**config.mk**
```make
export PLATFORM = sky130hd
export DESIGN_NAME = daq_readout
export DESIGN_NICKNAME = d
export VERILOG_FILES = /design/src/rtl/daq_readout_pkg.sv /design/src/rtl/daq_readout_uart.sv /design/src/rtl/daq_readout.sv
export SDC_FILE = /design/constraint.sdc
export NUM_CORES = 1
export LEC_CHECK = 0
export ABC_AREA = 1
export BUFFER_PORTS_ARGS = -buffer_cell sky130_fd_sc_hd__buf_2
export CELL_PAD_IN_SITES_DETAIL_PLACEMENT = 0
export CELL_PAD_IN_SITES_GLOBAL_PLACEMENT = 1
export CORE_MARGIN = 2
export CORE_UTILIZATION = 35
export CTS_CLUSTER_DIAMETER = 150
export DETAILED_ROUTE_END_ITERATION = 10
export GPL_TIMING_DRIVEN = 0
export HOLD_SLACK_MARGIN = 0.12
export PLACE_DENSITY = 0.61
export SYNTH_ARGS = -nofsm -noshare
export SYNTH_HDL_FRONTEND = slang
export SYNTH_SLANG_ARGS = --single-unit
```
**constraint.sdc**
```tcl
create_clock -name clk -period 6.8 [get_ports clk]
set_input_delay 0 -clock clk [delete_from_list [all_inputs] [get_ports clk]]
set_output_delay 0 -clock clk [all_outputs]
set_load 0.02 [all_outputs]
```
**src/rtl/daq_readout_pkg.sv**
```systemverilog
// Shared definitions for the DAQ readout path: FIFO entry width, frame
// layout, the default sync byte and the state types of both FSMs.
package daq_readout_pkg;

    localparam int         ENTRY_W           = 24;     // {seq[7:0], tdc[15:0]}
    localparam int         FRAME_BYTES       = 4;
    localparam logic [7:0] DEFAULT_SYNC_BYTE = 8'hA5;

    typedef enum logic {IDLE, SEND} rd_state_t;

    typedef enum logic [1:0] {TX_IDLE, TX_START, TX_DATA, TX_STOP} tx_state_t;

    // Byte idx of an event frame: sync, seq, tdc[15:8], tdc[7:0].
    function automatic logic [7:0] frame_byte(input logic [ENTRY_W-1:0] entry,
                                              input logic [1:0]         idx,
                                              input logic [7:0]         sync);
        case (idx)
            2'd0:    frame_byte = sync;
            2'd1:    frame_byte = entry[23:16];
            2'd2:    frame_byte = entry[15:8];
            default: frame_byte = entry[7:0];
        endcase
    endfunction

endpackage

```
**src/rtl/daq_readout_uart.sv**
```systemverilog
// uart_tx_byte: 8N1 serializer for one byte.
// Ports: clk, rst (sync, active high), data/start (byte request),
//        tx (serial line, idles high), ready (start will be accepted),
//        done (one-cycle pulse in the last cycle of the stop bit).
// ready is also high in the done cycle so the next byte can follow the
// stop bit with no idle gap.
module uart_tx_byte
    import daq_readout_pkg::*;
#(
    parameter int CLKS_PER_BIT = 868
) (
    input  logic       clk,
    input  logic       rst,
    input  logic [7:0] data,
    input  logic       start,
    output logic       tx,
    output logic       ready,
    output logic       done
);

    localparam int            CW     = $clog2(CLKS_PER_BIT);
    localparam logic [CW-1:0] LAST_C = CW'(CLKS_PER_BIT - 1);

    tx_state_t     state, nxt;
    logic [CW-1:0] cnt, cnt_n;
    logic [2:0]    bit_idx, bit_idx_n;
    logic [7:0]    shreg, shreg_n;
    logic          tx_n, last;

    assign last  = (cnt == LAST_C);
    assign done  = (state == TX_STOP) && last;
    assign ready = (state == TX_IDLE) || done;

    always_comb begin
        nxt       = state;
        cnt_n     = (state == TX_IDLE || last) ? '0 : cnt + CW'(1);
        bit_idx_n = bit_idx;
        shreg_n   = shreg;
        case (state)
            TX_IDLE: if (start) begin
                nxt     = TX_START;
                shreg_n = data;
            end
            TX_START: if (last) begin
                nxt       = TX_DATA;
                bit_idx_n = '0;
            end
            TX_DATA: if (last) begin
                shreg_n   = {1'b0, shreg[7:1]};
                bit_idx_n = bit_idx + 3'd1;
                if (bit_idx == 3'd7) nxt = TX_STOP;
            end
            TX_STOP: if (last) begin
                if (start) begin
                    nxt     = TX_START;
                    shreg_n = data;
                end else begin
                    nxt = TX_IDLE;
                end
            end
            default: nxt = TX_IDLE;
        endcase
        // tx is registered from the next state so the line is glitch-free
        case (nxt)
            TX_START: tx_n = 1'b0;
            TX_DATA:  tx_n = shreg_n[0];
            default:  tx_n = 1'b1;
        endcase
    end

    always_ff @(posedge clk) begin
        if (rst) begin
            state   <= TX_IDLE;
            cnt     <= '0;
            bit_idx <= '0;
            shreg   <= '0;
            tx      <= 1'b1;
        end else begin
            state   <= nxt;
            cnt     <= cnt_n;
            bit_idx <= bit_idx_n;
            shreg   <= shreg_n;
            tx      <= tx_n;
        end
    end

endmodule

```
**src/rtl/daq_readout.sv**
```systemverilog
// daq_readout: tags each TDC event with an 8-bit sequence number, buffers
// it in a small FIFO and sends it as a 4-byte UART frame
// (SYNC_BYTE, seq, tdc[15:8], tdc[7:0]).
// Ports: clk, rst (sync, active high), tdc_in/data_valid (event input),
//        tx (UART line), busy (frame in flight or FIFO non-empty),
//        fifo_count (buffered events), drop (pulse per discarded event),
//        overflow_cnt (saturating drop count).
module daq_readout
    import daq_readout_pkg::*;
#(
    parameter int         CLKS_PER_BIT = 868,
    parameter int         FIFO_DEPTH   = 16,
    parameter logic [7:0] SYNC_BYTE    = DEFAULT_SYNC_BYTE
) (
    input  logic                          clk,
    input  logic                          rst,
    input  logic [15:0]                   tdc_in,
    input  logic                          data_valid,
    output logic                          tx,
    output logic                          busy,
    output logic [$clog2(FIFO_DEPTH):0]   fifo_count,
    output logic                          drop,
    output logic [7:0]                    overflow_cnt
);

    localparam int          AW      = $clog2(FIFO_DEPTH);
    localparam logic [AW:0] DEPTH_C = FIFO_DEPTH[AW:0];

    logic [ENTRY_W-1:0] mem [FIFO_DEPTH];
    logic [AW-1:0]      wr_ptr, rd_ptr;
    logic [7:0]         seq;
    logic               full, push, pop;

    rd_state_t          state, nxt;
    logic [1:0]         byte_idx;
    logic [ENTRY_W-1:0] hold;
    logic               tx_start, tx_ready, tx_done;
    logic [7:0]         tx_data;

    // Fullness comes from the registered count: a pop in this cycle does
    // not make room for this cycle's push.
    assign full = (fifo_count == DEPTH_C);
    assign push = data_valid && !full;
    assign busy = (state != IDLE) || (fifo_count != '0);

    always_ff @(posedge clk) begin
        if (!rst && push) mem[wr_ptr] <= {seq, tdc_in};
    end

    always_ff @(posedge clk) begin
        if (rst) begin
            wr_ptr       <= '0;
            rd_ptr       <= '0;
            fifo_count   <= '0;
            seq          <= '0;
            drop         <= 1'b0;
            overflow_cnt <= '0;
        end else begin
            drop <= data_valid && full;
            if (data_valid && full && overflow_cnt != 8'hFF)
                overflow_cnt <= overflow_cnt + 8'd1;
            if (push) begin
                wr_ptr <= wr_ptr + 1'b1;
                seq    <= seq + 8'd1;
            end
            if (pop) rd_ptr <= rd_ptr + 1'b1;
            case ({push, pop})
                2'b10:   fifo_count <= fifo_count + 1'b1;
                2'b01:   fifo_count <= fifo_count - 1'b1;
                default: fifo_count <= fifo_count;
            endcase
        end
    end

    // The sync byte is a constant, so it is handed to the serializer in the
    // pop cycle itself; later bytes come from the holding register, which
    // keeps the frame in flight independent of further FIFO writes.
    always_comb begin
        nxt      = state;
        pop      = 1'b0;
        tx_start = 1'b0;
        tx_data  = frame_byte(hold, 2'd0, SYNC_BYTE);
        case (state)
            IDLE: if (fifo_count != '0 && tx_ready) begin
                pop      = 1'b1;
                tx_start = 1'b1;
                nxt      = SEND;
            end
            SEND: if (tx_done) begin
                if (byte_idx == 2'(FRAME_BYTES - 1)) begin
                    nxt = IDLE;
                end else begin
                    tx_start = 1'b1;
                    tx_data  = frame_byte(hold, byte_idx + 2'd1, SYNC_BYTE);
                end
            end
            default: nxt = IDLE;
        endcase
    end

    always_ff @(posedge clk) begin
        if (rst) begin
            state    <= IDLE;
            byte_idx <= '0;
            hold     <= '0;
        end else begin
            state <= nxt;
            if (pop) begin
                hold     <= mem[rd_ptr];
                byte_idx <= '0;
            end else if (state == SEND && tx_done &&
                         byte_idx != 2'(FRAME_BYTES - 1)) begin
                byte_idx <= byte_idx + 2'd1;
            end
        end
    end

    uart_tx_byte #(.CLKS_PER_BIT(CLKS_PER_BIT)) u_tx (
        .clk   (clk),
        .rst   (rst),
        .data  (tx_data),
        .start (tx_start),
        .tx    (tx),
        .ready (tx_ready),
        .done  (tx_done)
    );

endmodule
```
==> results of run 1 <==
[sequential cells by signal, indices dropped and copies added, names as in the netlist, 3 cells and up]
register      cells
fifo_count        5
overflow_cnt      8
hold             24
wr_ptr            4
mem             384
u_tx.shreg        8
rd_ptr            4
u_tx.bit_idx      3
seq               8
u_tx.cnt         10
[power groups by stage]
stage / logic (W) / registers [W] / clock network (W)
after floorplan: 0.00135 / 0.00334 / 0
after global placement: 0.00229 / 0.00339 / 0
after detailed placement: 0.00233 / 0.00339 / 0
after CTS: 0.00235 / 0.00333 / 0.00300
after global routing: 0.00255 / 0.00334 / 0.00311
final: 0.00236 / 0.00333 / 0.00295
[worst max-delay path by stage]
stage	from	to	cells after the start	slack [ns]
3_5_place_dp	u_tx.state[0]	fifo_count[4]	17	3.45
3_3_place_gp	fifo_count[1]	mem[1][6]	6	2.60
5_1_grt	u_tx.state[0]	fifo_count[4]	17	3.20
2_1_floorplan	u_tx.cnt[0]	fifo_count[4]	19	4.11
6_report	u_tx.state[0]	fifo_count[4]	17	3.46
4_1_cts	u_tx.state[0]	fifo_count[4]	17	3.41
[per-stage QoR]
stage | setup WS, ns | total power [W]
3_5_place_dp | 3.452 | 0.005716
6_report | 3.458 | 0.008641
3_3_place_gp | 2.597 | 0.005676
4_1_cts | 3.407 | 0.008675
2_1_floorplan | 4.115 | 0.004691
5_1_grt | 3.201 | 0.009002
[logic make-up after synthesis]
group | count (synthesis) | share of synthesized area, %
AND/OR/NAND/NOR | 384 | 8.598
XOR/XNOR | 6 | 0.2815
adder cells (fa/ha/maj) | 25 | 1.716
buffers and inverters | 164 | 3.605
AO/OA/AOI/OAI | 480 | 15.35
flip-flops | 465 | 70.45
[cells in the mapped netlist, drive strengths merged]
cell type,n
edfxtp,384
o21ai,249
nor2,247
dfxtp,81
nand2,80
clkbuf,72
inv,62
o22ai,52
o211ai,49
o221ai,48
a21oi,37
nand3,31
a31oi,30
ha,24
buf,23
nor3,9
clkinv,7
nand4,7
nor3b,5
a22o,4
xnor2,3
xor2,3
nor4,2
o21a,2
o2bb2ai,2
o31ai,2
or2,2
a2111oi,1
a211oi,1
a221oi,1
a22oi,1
and3,1
fa,1
o211a,1
[cell type report]
cell class | count | area (sq um) | area share [%]
Buffer | 95 | 407.9 | 1.837
Timing Repair Buffer | 68 | 768.2 | 3.460
Tap cell | 688 | 860.8 | 3.877
Sequential cell | 465 | 13150 | 59.24
Clock buffer | 70 | 1410 | 6.351
Clock inverter | 23 | 371.6 | 1.674
Multi-Input combinational cell | 895 | 4965 | 22.36
Inverter | 69 | 265.3 | 1.195
[timing repair]
action                                 in CTS  in global routing
setup buffers                               0                  0
endpoints found under the hold margin     285                  0
resized for setup                           0                  0
hold buffers                               18                  0
[per-layer routing]
layer	track usage [%]	part of all wire (%)
met1	30.08	43
met3	3.936	8.5
met2	34.28	46
met4	7.384	3.0
met5	0	0
[worst register-to-register path, stage by stage, from the launching register on]
cell      delay, ns
dfxtp_1        0.43
ha_1           0.35
nand3_2        0.17
nand2_4        0.14
nand2_2        0.07
buf_6          0.15
clkinv_4       0.10
buf_2          0.31
ha_1           0.35
inv_1          0.09
fa_1           0.40
inv_1          0.07
a31oi_1        0.08
inv_1          0.08
o21ai_0        0.07
a21oi_1        0.17
o21ai_0        0.09
a21oi_1        0.14
==> summary.txt, run 1 <==
First-pass GRT wire length = 87660 microns
CTS Buffer Depth = 3
Final Slew Violations = 0
Vias per Instance = 5.534
Filler instances = 4871
Hold-critical path endpoint = byte_idx[1]
FF-to-FF path depth = 17
Crit Reg-Reg Endpoint = fifo_count[4]
Warnings from Yosys = 0
Clock share of power = 34.2%
Crit-path leading delay family = adder cells
Syn Std Cell Area = 18670 sq um
Rows = 84
Fin crit period = 3.342 ns
Hold depth = 3
Vias in the first global route = 12.87k
Via Count = 13.13k
# nets final = 1688
Hold WS = 0.1953 ns
Fmax = 299.2 MHz
Final Hold Viols = 0
Switching power = 0.002977 W
Initial Utilization = 35.46%
Detailed Route Iter0 Violations = 1602
Drt pass-1 iters = 6
Crit path max fanout = 10
Final Non-Filler Cells = 2373
Critical Path AT = 3.87 ns
Worst Path Class, Setup = flip-flop to flip-flop
Final setup vio count = 0
GRT Overall Usage = 21.68%
Commonest non-fill, non-tap cell in the layout = edfxtp_1
Register area share after synthesis = 70.45%
Syn_area_per_cell = 12.25 sq um
Post-synth top area cell = edfxtp_1
Placed Cells = 2262
Max-cap viol count = 0
# IOs = 35
Syn_nets = 1568
Crit end category = flip-flop
Clock Sinks = 465
N_diodes = 0
Die Width = 235.0 microns
Antenna violations before repair = 0
Final WL = 60340 microns
Crit start category = flip-flop
Clk_lat worst skew = 0.60 ns
WP data required = 7.33 ns
CTS tree = yes
CP cell instances = ha_1 > nand3_2 > nand2_4 > nand2_2 > buf_6 > clkinv_4 > buf_2 > ha_1 > inv_1 > fa_1 > inv_1 > a31oi_1 > inv_1 > o21ai_0 > a21oi_1 > o21ai_0 > a21oi_1
DP HPWL = 40180 microns
Largest stage delay on the critical path = 0.43 ns
Gr ovfl total = 0
Clock Skews = 0.02170 ns
Top post-synthesis cells by area = edfxtp_1 62%, dfxtp_1 8.7%, o21ai_0 6.6%
Antenna Violating Nets Remaining = 0
Most frequent cells in the layout = 384 x edfxtp_1, 245 x o21ai_0, 228 x nor2_1
Num CTS Buffers = 50
GPL Wtd Cong = 0.8344
RSZ-0062 raised after global routing = no
Setup TNS = 0 ns
Root buf cell = clkbuf_16
Seq pwr share = 38.5%
Die Y = 235.0 microns
Hold path start = rst
IO Port Bufs = 34
Worst reg2reg startpoint = u_tx.state[0]
Die Area = 55210 sq um
Leakage = 7.353 nW
Final period util = 49.15%
Post-DP Area = 20240 sq um
Clock-pin slew on the worst setup and hold paths = 0.06 ns
Synth top area share = 61.76%
Distinct cell type count after synthesis = 49
DRC Markers = 0
Power Internal = 0.005665 W
Peak supply drop = 0.0002050 V
Per-cell routed wire length = 25.43 microns
CORE AREA = 52660 sq um
Pin count of the biggest net entering global routing = 23
Cell count after synthesis = 1524
Type of the tightest min-delay check = input port to flip-flop
#FFs+latches synth = 465
Area Overhead vs Synth = 18.91%
Slowest CP cell = dfxtp_1
Status = finished, final reports clean
Sw frac = 34.45%
Combinational Power Share = 27.3%
Post-layout util = 42.16%
Top cell by count, worst path = inv_1
WP buf/inv = 6
Final instance area = 22200 sq um
Setup slack, reg-to-reg = 3.46 ns
Power Density = 389.2 nW/um^2
Share of layout cells above drive strength 1 = 11.22%
H-tree levels = 2
Worst Max-Slew Pin Slew = 1.124 ns
Max_slew headroom = 25.06%
No activity file was read; power rests on OpenSTA's default activity.
==> run 2, diff against run 1 <==
--- a/config.mk
+++ b/config.mk
@@ -5,7 +5,7 @@
 export SDC_FILE = /design/constraint.sdc
 export NUM_CORES = 1
 export LEC_CHECK = 0
-export ABC_AREA = 1
+export ABC_AREA = 0
 export BUFFER_PORTS_ARGS = -buffer_cell sky130_fd_sc_hd__buf_2
 export CELL_PAD_IN_SITES_DETAIL_PLACEMENT = 0
 export CELL_PAD_IN_SITES_GLOBAL_PLACEMENT = 1
==> constraint.sdc (replaced) <==
create_clock -name clk -period 2.85 [get_ports clk]
set_input_delay 0 -clock clk [delete_from_list [all_inputs] [get_ports clk]]
set_output_delay 0 -clock clk [all_outputs]
set_load 0.02 [all_outputs]
==> run 2 against run 1 <==
Net effect:
- clock skew up 0.0029 ns
- hold slack worse by 0.082 ns
- utilization decreased by 0.51 points
- non-clock buffer count shrank 39
- cell area decreased by 1.8%
- via count fell by 27%
- sequential power rose by 140%
- synthesized cell count decreased by 33%
- die area is 1.2% lower
- global-route usage is 5.5 points lower
- largest power group unchanged
==> summary.txt, run 2 <==
Syn Std Cell Area = 18440 sq um (-1.2%)
Root buf cell = clkbuf_16
Worst Path Class, Setup = flip-flop to flip-flop
Critical Path AT = 3.18 ns (-0.69 ns)
Die Y = 233.6 microns (-0.60%)
# IOs = 35 (unchanged)
Power Density = 852.9 nW/um^2 (+120%)
DRC Markers = 0 (unchanged)
# nets final = 1194 (-29%)
Placed Cells = 1765 (-22%)
CP cell instances = ha_4 > and4bb_2 > a31o_4 > nand2_4 > inv_6 > ha_4 > ha_1 > nor2b_2 > o21ai_0 > a21oi_1 > nor3_2 > xnor2_1 > nor2_1
Most used flip-flop cell after synthesis = edfxtp_1
Num CTS Buffers = 49 (-2.0%)
Post-Synth Simple-Gate Area = 5.183% (-3.4 points)
Main combinational cell family by area after synthesis = multiplexers
Setup TNS = 0 ns (unchanged)
Type of the tightest min-delay check = input port to flip-flop
Distinct cell type count after synthesis = 57 (+16%)
Synth top cells by count = 384 x edfxtp_1, 115 x mux4_2, 86 x nor2_1
CORE AREA = 52340 sq um (-0.60%)
XOR/XNOR Fraction of Synth Area = 1.520% (+1.2 points)
Final setup vio count = 0 (unchanged)
Rows = 84 (unchanged)
Max_slew headroom = 34.98% (+9.9 points)
First-pass GRT wire length = 64040 microns (-27%)
Syn_area_per_cell = 17.94 sq um (+46%)
Largest reg by FF count = mem
Detailed Route Iter0 Violations = 805 (-50%)
Final Non-Filler Cells = 1876 (-21%)
Via Count = 9555 (-27%)
Crit start category = flip-flop
Slowest CP cell = dfxtp_4
GPL Wtd Cong = 0.7474 (-10%)
Commonest non-fill, non-tap cell in the layout = edfxtp_1
Synth top area share = 62.52% (+0.76 points)
Synth Area in Compound Gates = 3.277% (-12 points)
FFs w/ async S/R, synth = 0% (unchanged)
Share of layout cells above drive strength 1 = 24.83% (+14 points)
Max reg flops = 384 (unchanged)
Die Width = 233.6 microns (-0.60%)
Pin count of the biggest net entering global routing = 21 (-8.7%)
Final period util = 95.66% (+47 points)
Vias in the first global route = 9858 (-23%)
Most common cell in the netlist = edfxtp_1
Hold WS = 0.1133 ns (-0.08206 ns)
Antenna Violating Nets Remaining = 0 (unchanged)
Final Hold Viols = 0 (unchanged)
Post-Synth Adder-Cell Area = 1.737% (+0.021 points)
WP data required = 3.31 ns (-4.02 ns)
Die Area = 54550 sq um (-1.2%)
CTS tree = yes
Crit end category = flip-flop
Vias per Instance = 5.093 (-8.0%)
Largest stage delay on the critical path = 0.38 ns (-0.05 ns)
IO Port Bufs = 33 (-2.9%)
Mux cell area share after synthesis = 15.03% (+15 points)
Gr ovfl total = 0 (unchanged)
Clock Sinks = 465 (unchanged)
Per-cell routed wire length = 22.85 microns (-10%)
Drt pass-1 iters = 4 (-2)
Final Slew Violations = 0 (unchanged)
#FFs+latches synth = 465 (unchanged)
Final WL = 42860 microns (-29%)
Clock-pin slew on the worst setup and hold paths = 0.06 ns (about the same)
Area Overhead vs Synth = 18.20%
Clock Skews = 0.02463 ns (+0.002923 ns)
Worst Max-Slew Pin Slew = 0.9753 ns (-0.1488 ns)
Post-layout util = 41.65% (-0.51 points)
Initial Utilization = 35.24% (-0.22 points)
RSZ-0062 raised after global routing = yes
Top cell by count, worst path = ha_4
GRT Overall Usage = 16.18% (-5.5 points)
Crit path max fanout = 9 (-1)
Syn_nets = 1072 (-32%)
Fin crit period = 2.726 ns (-0.6159 ns)
Clk_lat worst skew = 0.60 ns (about the same)
Max-cap viol count = 0 (unchanged)
DP HPWL = 27540 microns (-31%)
Leakage = 6.993 nW (-4.9%)
Filler instances = 4715 (-3.2%)
Warnings from Yosys = 0 (unchanged)
Fmax = 366.8 MHz (+23%)
Cell count after synthesis = 1028 (-33%)
Registers with the most flip-flops = mem (384), hold (24), u_tx.cnt (10)
Antenna violations before repair = 0 (unchanged)
CTS Buffer Depth = 3 (unchanged)
Final setup margin = 0.1238 ns (-3.334 ns)
Register area share after synthesis = 71.32% (+0.87 points)
Top post-synthesis cells by area = edfxtp_1 63%, mux4_2 14%, dfxtp_1 8.8%
DP Worst Slack = -0.5573 ns (-4.010 ns)
Status = finished, final reports clean
Post-synth top area cell = edfxtp_1
Post-synth EDFFs = 384 (unchanged)
H-tree levels = 2 (unchanged)
N_diodes = 0 (unchanged)
Most frequent cells in the layout = 384 x edfxtp_1, 115 x mux4_2, 79 x dfxtp_1
Peak supply drop = 0.0004761 V (+130%)
-- run 2: cell types whose count changed after synthesis, moves of 44 or more --
cell and change:
clkbuf_1 -44, o21ai_0 -240, o221ai_1 -48, o211ai_1 -49, mux4_2 +115, o22ai_1 -51
nor2_1 -158
-- run 2: worst max-delay path: cells and delay by family, from the launching register on --
family | cells | cell delay (ns)
compound gates | 3 | 0.59
xor+xnor | 1 | 0.13
fa+ha+maj | 3 | 0.66
buf+inv | 1 | 0.05
flops | 1 | 0.38
simple gates | 5 | 0.78
-- run 2: path summary, 6_finish.rpt --
path / startpoint / end / slack [ns] / depth (start not counted)
max: u_tx.state[0] / fifo_count[4] / 0.12 / 13
min: rst / u_tx.tx / 0.11 / 3
max reg2reg: u_tx.state[0] / fifo_count[4] / 0.12 / 13
min reg2reg: u_tx.shreg[6] / u_tx.shreg[6] / 0.45 / 2
-- run 2: metrics by stage --
step           total power, W  instance area, sq um
2_1_floorplan         0.01111                 18460
3_3_place_gp          0.01242                 19490
3_5_place_dp          0.01249                 19970
4_1_cts               0.01879                 21760
5_1_grt               0.01947                 21800
6_report              0.01859                 21800
-- run 2: cell families after synthesis --
| group | after synthesis |
|---|---|
| multiplexers | 125 |
| flip-flops | 465 |
| adder cells (fa/ha/maj) | 25 |
| XOR/XNOR | 32 |
| AND/OR/NAND/NOR | 212 |
| AO/OA/AOI/OAI | 96 |
| buffers and inverters | 73 |
-- run 2: cell type report --
cell class	count	area (sq um)	share of cell area [%]
Inverter	20	80.08	0.3673
Buffer	51	275.3	1.263
Sequential cell	465	13160	60.37
Clock inverter	28	259.0	1.188
Clock buffer	61	1281	5.877
Timing Repair Buffer	73	753.2	3.455
Tap cell	688	860.8	3.949
Multi-Input combinational cell	490	5130	23.53
-- run 2: repair_timing --
item | 4_1_cts | 5_1_grt
pin swaps | 3 | 2
endpoints found under the hold margin | 272 | 0
hold buffers | 17 | 0
gates cloned | 0 | 0
setup buffers | 2 | 5
endpoints found under the setup margin | 251 | 9
resized for setup | 14 | 4
-- run 2: layer usage --
| metal | GRT usage, % | routed length, microns |
|---|---|---|
| met5 | 0 | 0 |
| met4 | 4.668 | 907 |
| met3 | 3.223 | 2165 |
| met2 | 26.14 | 20560 |
| met1 | 22.21 | 19230 |
-- run 2: report_power, final --
group | switching [W] | internal, W | total [W] | leakage (nW)
sequential | 0.000255 | 0.00768 | 0.00794 | 4.16
combinational | 0.00246 | 0.00204 | 0.00449 | 2.08
clock | 0.00262 | 0.00355 | 0.00616 | 0.752
total | 0.00533 | 0.0133 | 0.0186 | 6.99
==> run 3, diff against run 2 <==
==> constraint.sdc (replaced) <==
create_clock -name clk -period 2.85 [get_ports clk]
set_input_delay 0 -clock clk [delete_from_list [all_inputs] [get_ports clk]]
set_output_delay 0 -clock clk [all_outputs]
set_load 0.1 [all_outputs]
==> run 3 against run 2 <==
Net effect:
- setup slack better by 0.10 ns
- combinational power is 10% higher
- clock power is 1% lower
- die area stayed put
- maximum frequency is 3.9% higher
- final cell count is 0.27% higher
- count of clock-buffer cells in the layout is 3 higher
- largest cell class unchanged
- global-route usage is 0.18 points higher
- critical path depth is 1 higher
- largest power group unchanged
==> summary.txt, run 3 (synthesis gave the netlist of run 2 again) <==
Status = finished, final reports clean
First-pass GRT wire length = 64470 microns (+0.67%)
Area Overhead vs Synth = 18.59%
Gr ovfl total = 0 (unchanged)
Largest reg by FF count = mem
Registers with the most flip-flops = mem (384), hold (24), u_tx.cnt (10)
Critical Path End = fifo_count[4]
Crit-path leading delay family = simple AND/OR/NAND/NOR gates
Fin crit period = 2.625 ns (-0.1014 ns)
Antenna Violating Nets Remaining = 0 (unchanged)
Power Density = 867.0 nW/um^2 (+1.7%)
Final Hold Viols = 0 (unchanged)
Crit start category = flip-flop
Top cell by count, worst path = ha_4
IO Port Bufs = 33 (unchanged)
# IOs = 35 (unchanged)
Detailed Route Iter0 Violations = 640 (-20%)
CORE AREA = 52340 sq um (unchanged)
Commonest non-fill, non-tap cell in the layout = edfxtp_1
# nets final = 1201 (+0.59%)
Final setup vio count = 0 (unchanged)
Max_slew headroom = 32.84% (-2.1 points)
Leakage = 7.036 nW (+0.60%)
Crit end category = flip-flop
M2 GR Usage = 27.37% (+1.2 points)
Met3 global-route usage = 2.747% (-0.48 points)
Slowest CP cell = dfxtp_4
Crit. path cell count = 14 (+1)
Via Count = 9630 (+0.78%)
Worst reg2reg startpoint = u_tx.state[0]
RSZ-0062 raised after global routing = no
Grt met1 use = 22.16% (-0.052 points)
Clock Sinks = 465 (unchanged)
Worst Path Class, Setup = flip-flop to flip-flop
WP buf/inv = 2 (+1)
CTS Buffer Depth = 3 (unchanged)
CTS tree = yes
CP cell instances = ha_4 > and4bb_2 > a31o_4 > nand2_8 > inv_12 > ha_4 > inv_1 > fa_2 > nor2b_2 > o21ai_1 > and3_1 > nor3_2 > xnor2_1 > nor2_1
Final Non-Filler Cells = 1881 (+0.27%)
Most frequent cells in the layout = 384 x edfxtp_1, 115 x mux4_2, 73 x nand2_1
Setup slack, reg-to-reg = 0.23 ns (+0.10 ns)
Max reg flops = 384 (unchanged)
Critical Path AT = 3.07 ns (-0.11 ns)
CP Launch Point = u_tx.state[0]
Post-layout util = 41.79% (+0.14 points)
Crit path max fanout = 7 (-2)
DRC Markers = 0 (unchanged)
Initial Utilization = 35.24% (unchanged)
Die Y = 233.6 microns (unchanged)
GRT Overall Usage = 16.37% (+0.18 points)
Drt pass-1 iters = 5 (+1)
Die Area = 54550 sq um (unchanged)
Share of layout cells above drive strength 1 = 26.07% (+1.2 points)
Type of the tightest min-delay check = input port to flip-flop
FF-to-FF path depth = 14 (+1)
Vias in the first global route = 9844 (-0.14%)
Hold WS = 0.3299 ns (+0.2167 ns)
Final Slew Violations = 0 (unchanged)
Largest stage delay on the critical path = 0.39 ns (about the same)
Antenna violations before repair = 0 (unchanged)
WP data required = 3.30 ns (about the same)
Power Total = 0.01896 W (+2.0%)
Final setup margin = 0.2252 ns (+0.1014 ns)
Final WL = 43260 microns (+0.92%)
Clock Skews = 0.01849 ns (-0.006131 ns)
H-tree levels = 2 (unchanged)
Hold depth = 2 (-1)
Clock-pin slew on the worst setup and hold paths = 0.06 ns (about the same)
Num CTS Buffers = 49 (unchanged)
Root buf cell = clkbuf_16
Placed Cells = 1765 (unchanged)
Fmax = 381.0 MHz (+3.9%)
Worst Max-Slew Pin Slew = 1.007 ns (+0.03212 ns)
N_diodes = 0 (unchanged)
DP Worst Slack = -0.3937 ns (+0.1635 ns)
Rows = 84 (unchanged)
Final period util = 92.10% (-3.6 points)
Vias per Instance = 5.120 (+0.52%)
Max-cap viol count = 0 (unchanged)
Peak supply drop = 0.0004428 V (-7.0%)
Crit Reg-Reg Endpoint = fifo_count[4]
Per-cell routed wire length = 23.00 microns (+0.65%)
Peak-usage layer in the global routing report = met2
Clk_lat worst skew = 0.59 ns (about the same)
Die Width = 233.6 microns (unchanged)
DP HPWL = 27210 microns (-1.2%)
Pin count of the biggest net entering global routing = 21 (unchanged)
GPL Wtd Cong = 0.7522 (+0.64%)
## run 3: how the worst min path moves through the flow
| stage | startpoint | to | slack (ns) |
|---|---|---|---|
| floorplan | tdc_in[0] | mem[0][0] | 0.1 |
| global placement | tdc_in[10] | mem[6][10] | 0.37 |
| detailed placement | tdc_in[1] | mem[8][1] | 0.38 |
| CTS | tdc_in[6] | mem[7][6] | 0.30 |
| global route | tdc_in[7] | mem[8][7] | 0.33 |
| finish | tdc_in[11] | mem[3][11] | 0.33 |
## run 3: repair_timing
action	in CTS	in global routing
buffers inserted	2	10
resized for setup	16	6
gates cloned	0	1
pin swaps	4	5
hold buffers	18	0
endpoints found under the setup margin	258	1
hold endpoints to repair	268	0
## run 3: metal layers
| layer | vias up | part of all wire, % |
|---|---|---|
| met5 | - | 0 |
| met4 | 0 | 1.7 |
| met3 | 51 | 4.6 |
| met2 | 197 | 49 |
| met1 | 5053 | 44 |
| li1 | 4329 | - |
## run 3: area by class of cell
type / count / area [sq um]
Buffer: 51 / 275.3
Inverter: 20 / 87.58
Fill cell: 4699 / 30470
Clock buffer: 64 / 1324
Tap cell: 688 / 860.8
Sequential cell: 465 / 13180
Clock inverter: 23 / 193.9
Multi-Input combinational cell: 490 / 5139
Timing Repair inverter: 1 / 8.758
Timing Repair Buffer: 79 / 800.8
## run 3: where the power goes
group | internal [W] | switching, W | total [W] | leakage, nW
Clock | 0.00347 | 0.00260 | 0.00607 | 0.741
Sequential | 0.00770 | 0.000253 | 0.00795 | 4.18
Combinational | 0.00215 | 0.00280 | 0.00495 | 2.12
Total | 0.0133 | 0.00565 | 0.0190 | 7.04
## run 3: worst reg2reg max path: stages (launching register included)
cell,delay (ns)
dfxtp_4,0.39
ha_4,0.16
and4bb_2,0.27
a31o_4,0.20
nand2_8,0.08
inv_12,0.09
ha_4,0.14
inv_1,0.07
fa_2,0.35
nor2b_2,0.13
o21ai_1,0.08
and3_1,0.19
nor3_2,0.12
xnor2_1,0.15
nor2_1,0.06
## run 3: stage by stage
step                      TNS (ns)  area [sq um]
final                            0         21870
after global routing             0         21870
after CTS                        0         21780
after detailed placement    -23.54         20000
after global placement     -417.67         19550
after floorplan                  0         18520
